==> config.mk <==
export PLATFORM = sky130hd
export DESIGN_NAME = fft_addr_sequencer_flat
export DESIGN_NICKNAME = d
export VERILOG_FILES = /design/src/rtl/fft_addr_sequencer_pkg.sv /design/src/rtl/fft_addr_sequencer_if.sv /design/src/rtl/fft_bf_addr_gen.sv /design/src/rtl/fft_addr_sequencer.sv /design/src/flat_wrapper.sv
export SDC_FILE = /design/constraint.sdc
export NUM_CORES = 1
export LEC_CHECK = 0
export CAP_MARGIN = 15
export CORE_MARGIN = 1
export CORE_UTILIZATION = 40
export CTS_CLUSTER_DIAMETER = 80
export DETAILED_ROUTE_END_ITERATION = 16
export PLACE_DENSITY = 0.67
export SLEW_MARGIN = 20
export SYNTH_ARGS = -nofsm -noshare
export SYNTH_HDL_FRONTEND = slang
export SYNTH_SLANG_ARGS = --single-unit
==> constraint.sdc <==
create_clock -name clk -period 3.68 [get_ports clk]
set_clock_uncertainty 0.15 [all_clocks]
set_input_delay 1.104 -clock clk [delete_from_list [all_inputs] [get_ports clk]]
set_output_delay 1.104 -clock clk [all_outputs]
set_load 0.005 [all_outputs]
==> src/rtl/fft_addr_sequencer_pkg.sv <==
// Shared definitions for the FFT address sequencer: FSM state encoding,
// gap counter width and the width helpers used to size stage/counter fields.
package fft_addr_sequencer_pkg;

    typedef enum logic [1:0] {
        ST_IDLE = 2'd0,
        ST_RUN  = 2'd1,
        ST_GAP  = 2'd2,
        ST_DONE = 2'd3
    } state_t;

    // Inter-stage gap counter; STAGE_GAP is limited to 0..15.
    localparam int GAP_CNT_W = 4;

    // Ceiling log2 usable in constant expressions.
    function automatic int clog2_int(input int value);
        int w;
        w = 0;
        for (int i = 0; i < 31; i++) begin
            if ((1 << i) < value) w = i + 1;
        end
        return w;
    endfunction

    // Width of the stage number field for a transform with log2n stages.
    function automatic int stage_w(input int log2n);
        return clog2_int(log2n) + 1;
    endfunction

endpackage

==> src/rtl/fft_addr_sequencer_if.sv <==
// Butterfly address bus between the sequencer and the butterfly datapath.
// Handshake: a tuple (addr_a, addr_b, tw_idx, stage) transfers on every rising
// clk edge where bf_valid=1 and stall=0; while stall=1 the master holds the
// tuple unchanged. stall is ignored whenever bf_valid=0.
interface fft_addr_sequencer_if
    import fft_addr_sequencer_pkg::*;
#(
    parameter int LOG2N = 3
) ();

    localparam int SW = stage_w(LOG2N);

    logic             bf_valid;
    logic             stall;
    logic [LOG2N-1:0] addr_a;
    logic [LOG2N-1:0] addr_b;
    logic [LOG2N-2:0] tw_idx;
    logic [SW-1:0]    stage;

    modport master (
        output bf_valid,
        output addr_a,
        output addr_b,
        output tw_idx,
        output stage,
        input  stall
    );

    modport slave (
        input  bf_valid,
        input  addr_a,
        input  addr_b,
        input  tw_idx,
        input  stage,
        output stall
    );

endinterface

==> src/rtl/fft_bf_addr_gen.sv <==
// Radix-2 butterfly address generator. For stage s and butterfly k:
// span = 2^s, pos = k mod span, addr_a = (k - pos)*2 + pos, addr_b = addr_a + span,
// tw_idx = pos << (LOG2N-1-s). Purely combinational.
module fft_bf_addr_gen
    import fft_addr_sequencer_pkg::*;
#(
    parameter int LOG2N = 3
) (
    input  logic [stage_w(LOG2N)-1:0] s,
    input  logic [LOG2N-2:0]          k,
    output logic [LOG2N-1:0]          addr_a,
    output logic [LOG2N-1:0]          addr_b,
    output logic [LOG2N-2:0]          tw_idx
);

    localparam int SW = stage_w(LOG2N);
    localparam int KW = LOG2N - 1;

    logic [KW-1:0]    mask;
    logic [KW-1:0]    pos;
    logic [KW-1:0]    hi;
    logic [SW-1:0]    tw_shift;

    // Split k into group part (hi) and position part (pos), then interleave a zero bit at s.
    // In the last stage the KW-bit shift overflows to 0, so mask becomes all ones as required.
    always_comb begin
        mask     = (KW'(1) << s) - KW'(1);
        pos      = k & mask;
        hi       = k & ~mask;
        addr_a   = {hi, 1'b0} | {1'b0, pos};
        addr_b   = addr_a | (LOG2N'(1) << s);
        tw_shift = SW'(KW) - s;
        tw_idx   = pos << tw_shift;
    end

endmodule

==> src/rtl/fft_addr_sequencer.sv <==
// In-place radix-2 FFT address sequencer: walks LOG2N stages of N/2 butterflies,
// inserting STAGE_GAP idle cycles between stages, with downstream stall support
// and busy_set/busy_clr pulses for an external busy SR flag.
module fft_addr_sequencer
    import fft_addr_sequencer_pkg::*;
#(
    parameter int N         = 8,
    parameter int LOG2N     = $clog2(N),
    parameter int STAGE_GAP = 2
) (
    input  logic                 clk,
    input  logic                 reset,
    input  logic                 start,
    fft_addr_sequencer_if.master bus,
    output logic                 busy_set,
    output logic                 busy_clr,
    output logic                 done,
    output state_t               fsm_state
);

    localparam int SW = stage_w(LOG2N);
    localparam int KW = LOG2N - 1;
    localparam logic [KW-1:0] K_LAST = KW'(N / 2 - 1);
    localparam logic [SW-1:0] S_LAST = SW'(LOG2N - 1);
    localparam logic [GAP_CNT_W-1:0] GAP_LAST =
        (STAGE_GAP == 0) ? '0 : GAP_CNT_W'(STAGE_GAP - 1);

    state_t               state_q, state_d;
    logic [SW-1:0]        s_q, s_d;
    logic [KW-1:0]        k_q, k_d;
    logic [GAP_CNT_W-1:0] gcnt_q, gcnt_d;
    logic                 first_q, first_d;

    logic                 xfer;
    logic                 last_k;
    logic                 last_s;
    logic [LOG2N-1:0]     gen_a;
    logic [LOG2N-1:0]     gen_b;
    logic [LOG2N-2:0]     gen_tw;

    fft_bf_addr_gen #(
        .LOG2N (LOG2N)
    ) u_addr_gen (
        .s      (s_q),
        .k      (k_q),
        .addr_a (gen_a),
        .addr_b (gen_b),
        .tw_idx (gen_tw)
    );

    assign xfer   = (state_q == ST_RUN) && !bus.stall;
    assign last_k = (k_q == K_LAST);
    assign last_s = (s_q == S_LAST);

    // State and counter registers; reset returns to IDLE silently (no busy_clr).
    always_ff @(posedge clk) begin
        if (reset) begin
            state_q <= ST_IDLE;
            s_q     <= '0;
            k_q     <= '0;
            gcnt_q  <= '0;
            first_q <= 1'b0;
        end else begin
            state_q <= state_d;
            s_q     <= s_d;
            k_q     <= k_d;
            gcnt_q  <= gcnt_d;
            first_q <= first_d;
        end
    end

    // Next-state logic: butterfly walk, inter-stage gap and end-of-transform.
    always_comb begin
        state_d = state_q;
        s_d     = s_q;
        k_d     = k_q;
        gcnt_d  = gcnt_q;
        first_d = 1'b0;
        case (state_q)
            ST_IDLE: begin
                if (start) begin
                    state_d = ST_RUN;
                    s_d     = '0;
                    k_d     = '0;
                    first_d = 1'b1;
                end
            end
            ST_RUN: begin
                if (xfer) begin
                    if (!last_k) begin
                        k_d = k_q + KW'(1);
                    end else if (!last_s) begin
                        s_d     = s_q + SW'(1);
                        k_d     = '0;
                        gcnt_d  = '0;
                        state_d = (STAGE_GAP == 0) ? ST_RUN : ST_GAP;
                    end else begin
                        state_d = ST_DONE;
                    end
                end
            end
            ST_GAP: begin
                if (gcnt_q == GAP_LAST) begin
                    state_d = ST_RUN;
                    gcnt_d  = '0;
                end else begin
                    gcnt_d = gcnt_q + GAP_CNT_W'(1);
                end
            end
            ST_DONE: begin
                state_d = ST_IDLE;
                s_d     = '0;
                k_d     = '0;
            end
            default: begin
                state_d = ST_IDLE;
            end
        endcase
    end

    // Outputs decoded from registered state only. busy_set is a true one-cycle
    // pulse even if the first RUN cycle is stalled; re-setting an SR flag is harmless.
    always_comb begin
        bus.bf_valid = (state_q == ST_RUN);
        bus.addr_a   = (state_q == ST_RUN) ? gen_a  : '0;
        bus.addr_b   = (state_q == ST_RUN) ? gen_b  : '0;
        bus.tw_idx   = (state_q == ST_RUN) ? gen_tw : '0;
        bus.stage    = s_q;
        busy_set     = first_q;
        busy_clr     = (state_q == ST_DONE);
        done         = (state_q == ST_DONE);
        fsm_state    = state_q;
    end

endmodule

==> src/flat_wrapper.sv <==
// flat-port wrapper written by rule: the top's interface ports become plain ports
module fft_addr_sequencer_flat import fft_addr_sequencer_pkg::*;
#(
    parameter int N         = 8,
    parameter int LOG2N     = $clog2(N),
    parameter int STAGE_GAP = 2
)
  (clk, reset, start, busy_set, busy_clr, done, fsm_state, bus_bf_valid, bus_addr_a, bus_addr_b, bus_tw_idx, bus_stage, bus_stall);
  fft_addr_sequencer_if #(.LOG2N(LOG2N)) bus_i ();
  input  logic clk;
  input  logic reset;
  input  logic start;
  output logic busy_set;
  output logic busy_clr;
  output logic done;
  output state_t fsm_state;
  output wire logic [$bits(bus_i.bf_valid)-1:0] bus_bf_valid;
  output wire logic [$bits(bus_i.addr_a)-1:0] bus_addr_a;
  output wire logic [$bits(bus_i.addr_b)-1:0] bus_addr_b;
  output wire logic [$bits(bus_i.tw_idx)-1:0] bus_tw_idx;
  output wire logic [$bits(bus_i.stage)-1:0] bus_stage;
  input wire logic [$bits(bus_i.stall)-1:0] bus_stall;
  assign bus_bf_valid = bus_i.bf_valid;
  assign bus_addr_a = bus_i.addr_a;
  assign bus_addr_b = bus_i.addr_b;
  assign bus_tw_idx = bus_i.tw_idx;
  assign bus_stage = bus_i.stage;
  assign bus_i.stall = bus_stall;
  fft_addr_sequencer #(.N(N), .LOG2N(LOG2N), .STAGE_GAP(STAGE_GAP)) u_core (.clk(clk), .reset(reset), .start(start), .bus(bus_i), .busy_set(busy_set), .busy_clr(busy_clr), .done(done), .fsm_state(fsm_state));
endmodule
==> impl_metrics.csv <==
group,metric,value,unit
status,status,"complete, no violations",
clock_network,cts_hold_buffers,0,
hold_path,hp-class,"register to register",
flow_run,cap_violations,0,
drt,dr_wl_met2,813,um
yosys,yosysSeqAreaShare,27.47,%
yosys,yosysTopAreaCell,"dfxtp_1",
die,die_area,0.002378,sq mm
timing,finalCritPeriodShare,94.01,%
timing,max_freq,289.1,MHz
worst_setup_path,cp_cell_sequence,"inv_1 -> ha_1 -> or4_1 -> o211a_1 -> clkdlybuf4s50_1",
layout,area_delta_synth_final,28.33,%
timing,worstMarginPinSlew,0.6174,ns
drt,ant_nets,0,
placed_design,portBuffers,20,
power_and_ir_drop,power_density,244.8,mW/mm^2
global_routing,grt_pass1_wl,3.332,mm
timing,rsz0062_at_grt,"no",
timing,hold_viol,0,
die,die_height,48.76,um
clock_network,tritoncts,"yes",
die,start_util,43.69,%
power_and_ir_drop,combinationalPowerShare,12.3,%
power_and_ir_drop,sw_frac_of_total,23.98,%
yosys,synth_edf_count,0,
worst_setup_path,path_class,"register to output port",
drt,wl_met3,60,um
worst_setup_path,start_kind,"register",
layout,nets,137,
yosys,yosysMostFrequentCell,"dfxtp_1",
placed_design,placedCellCount,148,
yosys,synthTopCellsByCount,"dfxtp_1, inv_1, a21oi_1, ha_1",
timing,setup-violations-final,0,
worst_setup_path,arrival,2.21,ns
worst_setup_path,reg2reg_depth,5,
layout,stdcell_count,152,
global_routing,antenna_found_initial,0,
clock_network,cts_buffers,3,
worst_setup_path,crit_fanout,12,
power_and_ir_drop,seq_power_share,49.3,%
yosys,avgSynthCellArea,8.329,sq um
drt,top_layer,"met4",
global_routing,grt-ovfl-total,0,
die,ios,21,
yosys,synth_top_family_by_area,"simple AND/OR/NAND/NOR gates",
clock_network,ctsResizeCount,0,
timing,slew_headroom,58.75,%
clock_network,clk_latency,0.27,ns
worst_setup_path,worstPathRequired,2.43,ns
yosys,yosysTopAreaCellShare,27.47,%
global_routing,grt_pass1_vias,750,
power_and_ir_drop,intPower,208.9,uW
worst_setup_path,r2r-end,"u_core.gcnt_q[3]$_SDFFE_PP0P_",
worst_setup_path,crit-reg2reg-launch,"u_core.bus.stage[0]$_SDFFE_PP0P_",
yosys,yosys_warnings,0,
hold_path,hold_start,"u_core.gcnt_q[1]$_SDFFE_PP0P_",
die,die_w,48.76,um
yosys,netlist_instances,105,
yosys,async_reset_ff_share,0,%
global_routing,track_usage,17.57,%
timing,fin_crit,3.459,ns
layout,drive_gt1_share,7.200,%
yosys,syn_area,874.6,sq um
global_routing,grt_max_degree,15,
drt,wl,1.942,mm
clock_network,clk_pin_slew,0.07,ns
yosys,synth_seq_cells,12,
drt,routed_wire_length_per_instance,12.78,um
drt,met1Wirelength,1.035,mm
drt,route.detailed.drc,0,
hold_path,hold-path-endpoint,"u_core.gcnt_q[1]$_SDFFE_PP0P_",
timing,final.setup.tns,0,ns
yosys,synthAdderAreaFrac,10.01,%
worst_setup_path,crit_path_top_delay_cell,"dfxtp_1",
yosys,ys.flop_type,"dfxtp_1",
worst_setup_path,crit_path_end_kind,"output port",
power_and_ir_drop,clkPwrFrac,38.4,%
drt,first_pass_iters,4,
die,num_rows,16,
yosys,synth-xor-area-share,1.001,%
yosys,ys_types,44,
clock_network,cts_sinks,12,
die,core_area,0.002002,sq mm
power_and_ir_drop,ir_drop,190.3,uV
clock_network,postCtsSetupRepairBufs,0,
worst_setup_path,critPathMaxStageDelay,0.55,ns
placed_design,place.gp.congestion,0.7962,
yosys,synth_compound_area_share,23.32,%
power_and_ir_drop,p_switching,65.90,uW
layout,num_antenna_cells,0,
drt,dr.first_iter.drc_count,14,
worst_setup_path,r2r_slack,1.54,ns
drt,routed_via_density,5.480,
clock_network,cts_buffer_depth,2,
power_and_ir_drop,leakage,0.4417,nW
yosys,syn_nets,116,
timing,hold_ws,0.3731,ns
timing,drv_slew,0,
yosys,yosys.area_share.simple,30.04,%
yosys,synth_mux_area_share,1.288,%
clock_network,cts-root-buf,"clkbuf_4",
clock_network,cts.htree.levels,1,
placed_design,hpwl,1.443,mm
hold_path,min_path_cells,1,
yosys,yosys-top-cells-area,"dfxtp_1, ha_1, nor3b_1, a21oi_1, inv_1",
drt,vias,833,
## cell families (layout without fill, tap and decap cells)
group / count (synthesis) / after routing
flip-flops: 12 / 12
AND/OR/NAND/NOR: 42 / 42
multiplexers: 1 / 1
adder cells (fa/ha/maj): 7 / 7
buffers and inverters: 13 / 33
AO/OA/AOI/OAI: 29 / 29
XOR/XNOR: 1 / 1
## worst max-delay path, delay by kind of cell (launching register included)
| family | cells | cell delay [ns] |
|---|---|---|
| compound gates | 1 | 0.14 |
| fa+ha+maj | 1 | 0.21 |
| buf+inv | 2 | 0.57 |
| flops | 1 | 0.55 |
| simple gates | 1 | 0.46 |
## flip-flops by register name, indices dropped and copies added (netlist names)
signal            cells
u_core.gcnt_q         4
u_core.bus.stage      3
u_core.k_q            2
u_core.fsm_state      2
u_core.busy_set       1
## routing by layer
layer	global-route usage [%]	vias up
li1	-	430
met1	24.90	375
met2	27.55	23
met3	1.887	5
met4	5.882	0
met5	0	-
## power groups by stage
stage | clock network, mW | logic [mW] | registers (mW)
final | 0.105 | 0.0338 | 0.136
after global routing | 0.113 | 0.0373 | 0.136
after CTS | 0.109 | 0.0337 | 0.136
after detailed placement | 0 | 0.0335 | 0.139
after global placement | 0 | 0.0334 | 0.139
after floorplan | 0 | 0.0183 | 0.138
## final cells by class
| type | instances | area [sq um] |
|---|---|---|
| Sequential cell | 12 | 240.2 |
| Multi-Input combinational cell | 80 | 574.3 |
| Fill cell | 206 | 879.6 |
| Tap cell | 27 | 33.78 |
| Timing Repair Buffer | 21 | 207.7 |
| Clock buffer | 4 | 36.28 |
| Inverter | 8 | 30.03 |
## placed cells by master (no fill, tap or decap), types with 2 or more instances in the layout
| cell | instances |
|---|---|
| a21oi_1 | 7 |
| a31oi_1 | 3 |
| and2_1 | 2 |
| clkbuf_4 | 3 |
| clkdlybuf4s50_1 | 20 |
| dfxtp_1 | 12 |
| ha_1 | 7 |
| inv_1 | 8 |
| nand2_1 | 3 |
| nand2b_1 | 4 |
| nand3_1 | 3 |
| nand4_1 | 2 |
| nor2_1 | 5 |
| nor2b_1 | 2 |
| nor3_1 | 3 |
| nor3b_1 | 5 |
| o211ai_1 | 3 |
| o21ai_0 | 5 |
| or4_1 | 2 |
## per-stage QoR
step	util [%]	total power [mW]	cell area [sq um]	worst slack (ns)
floorplan	-	0.1562	874.6	0.9430
global placement	54.25	0.1719	1086	0.5833
detailed placement	54.25	0.1722	1086	0.5299
CTS	56.06	0.2778	1122	0.2247
global route	56.06	0.2861	1122	0.1226
finish	56.06	0.2748	1122	0.2205
## how the worst max path moves through the flow
stage	from	end	slack [ns]	cells past startpoint
2_1_floorplan	u_core.bus.stage[1]$_SDFFE_PP0P_	bus_addr_b[1]	0.94	5
5_1_grt	u_core.bus.stage[1]$_SDFFE_PP0P_	bus_addr_b[1]	0.12	5
4_1_cts	u_core.bus.stage[1]$_SDFFE_PP0P_	bus_addr_b[1]	0.22	5
3_3_place_gp	u_core.bus.stage[1]$_SDFFE_PP0P_	bus_addr_b[1]	0.58	5
6_report	u_core.bus.stage[1]$_SDFFE_PP0P_	bus_addr_b[1]	0.22	5
3_5_place_dp	u_core.bus.stage[1]$_SDFFE_PP0P_	bus_addr_b[1]	0.53	5
(Power assumes the default switching activity.)
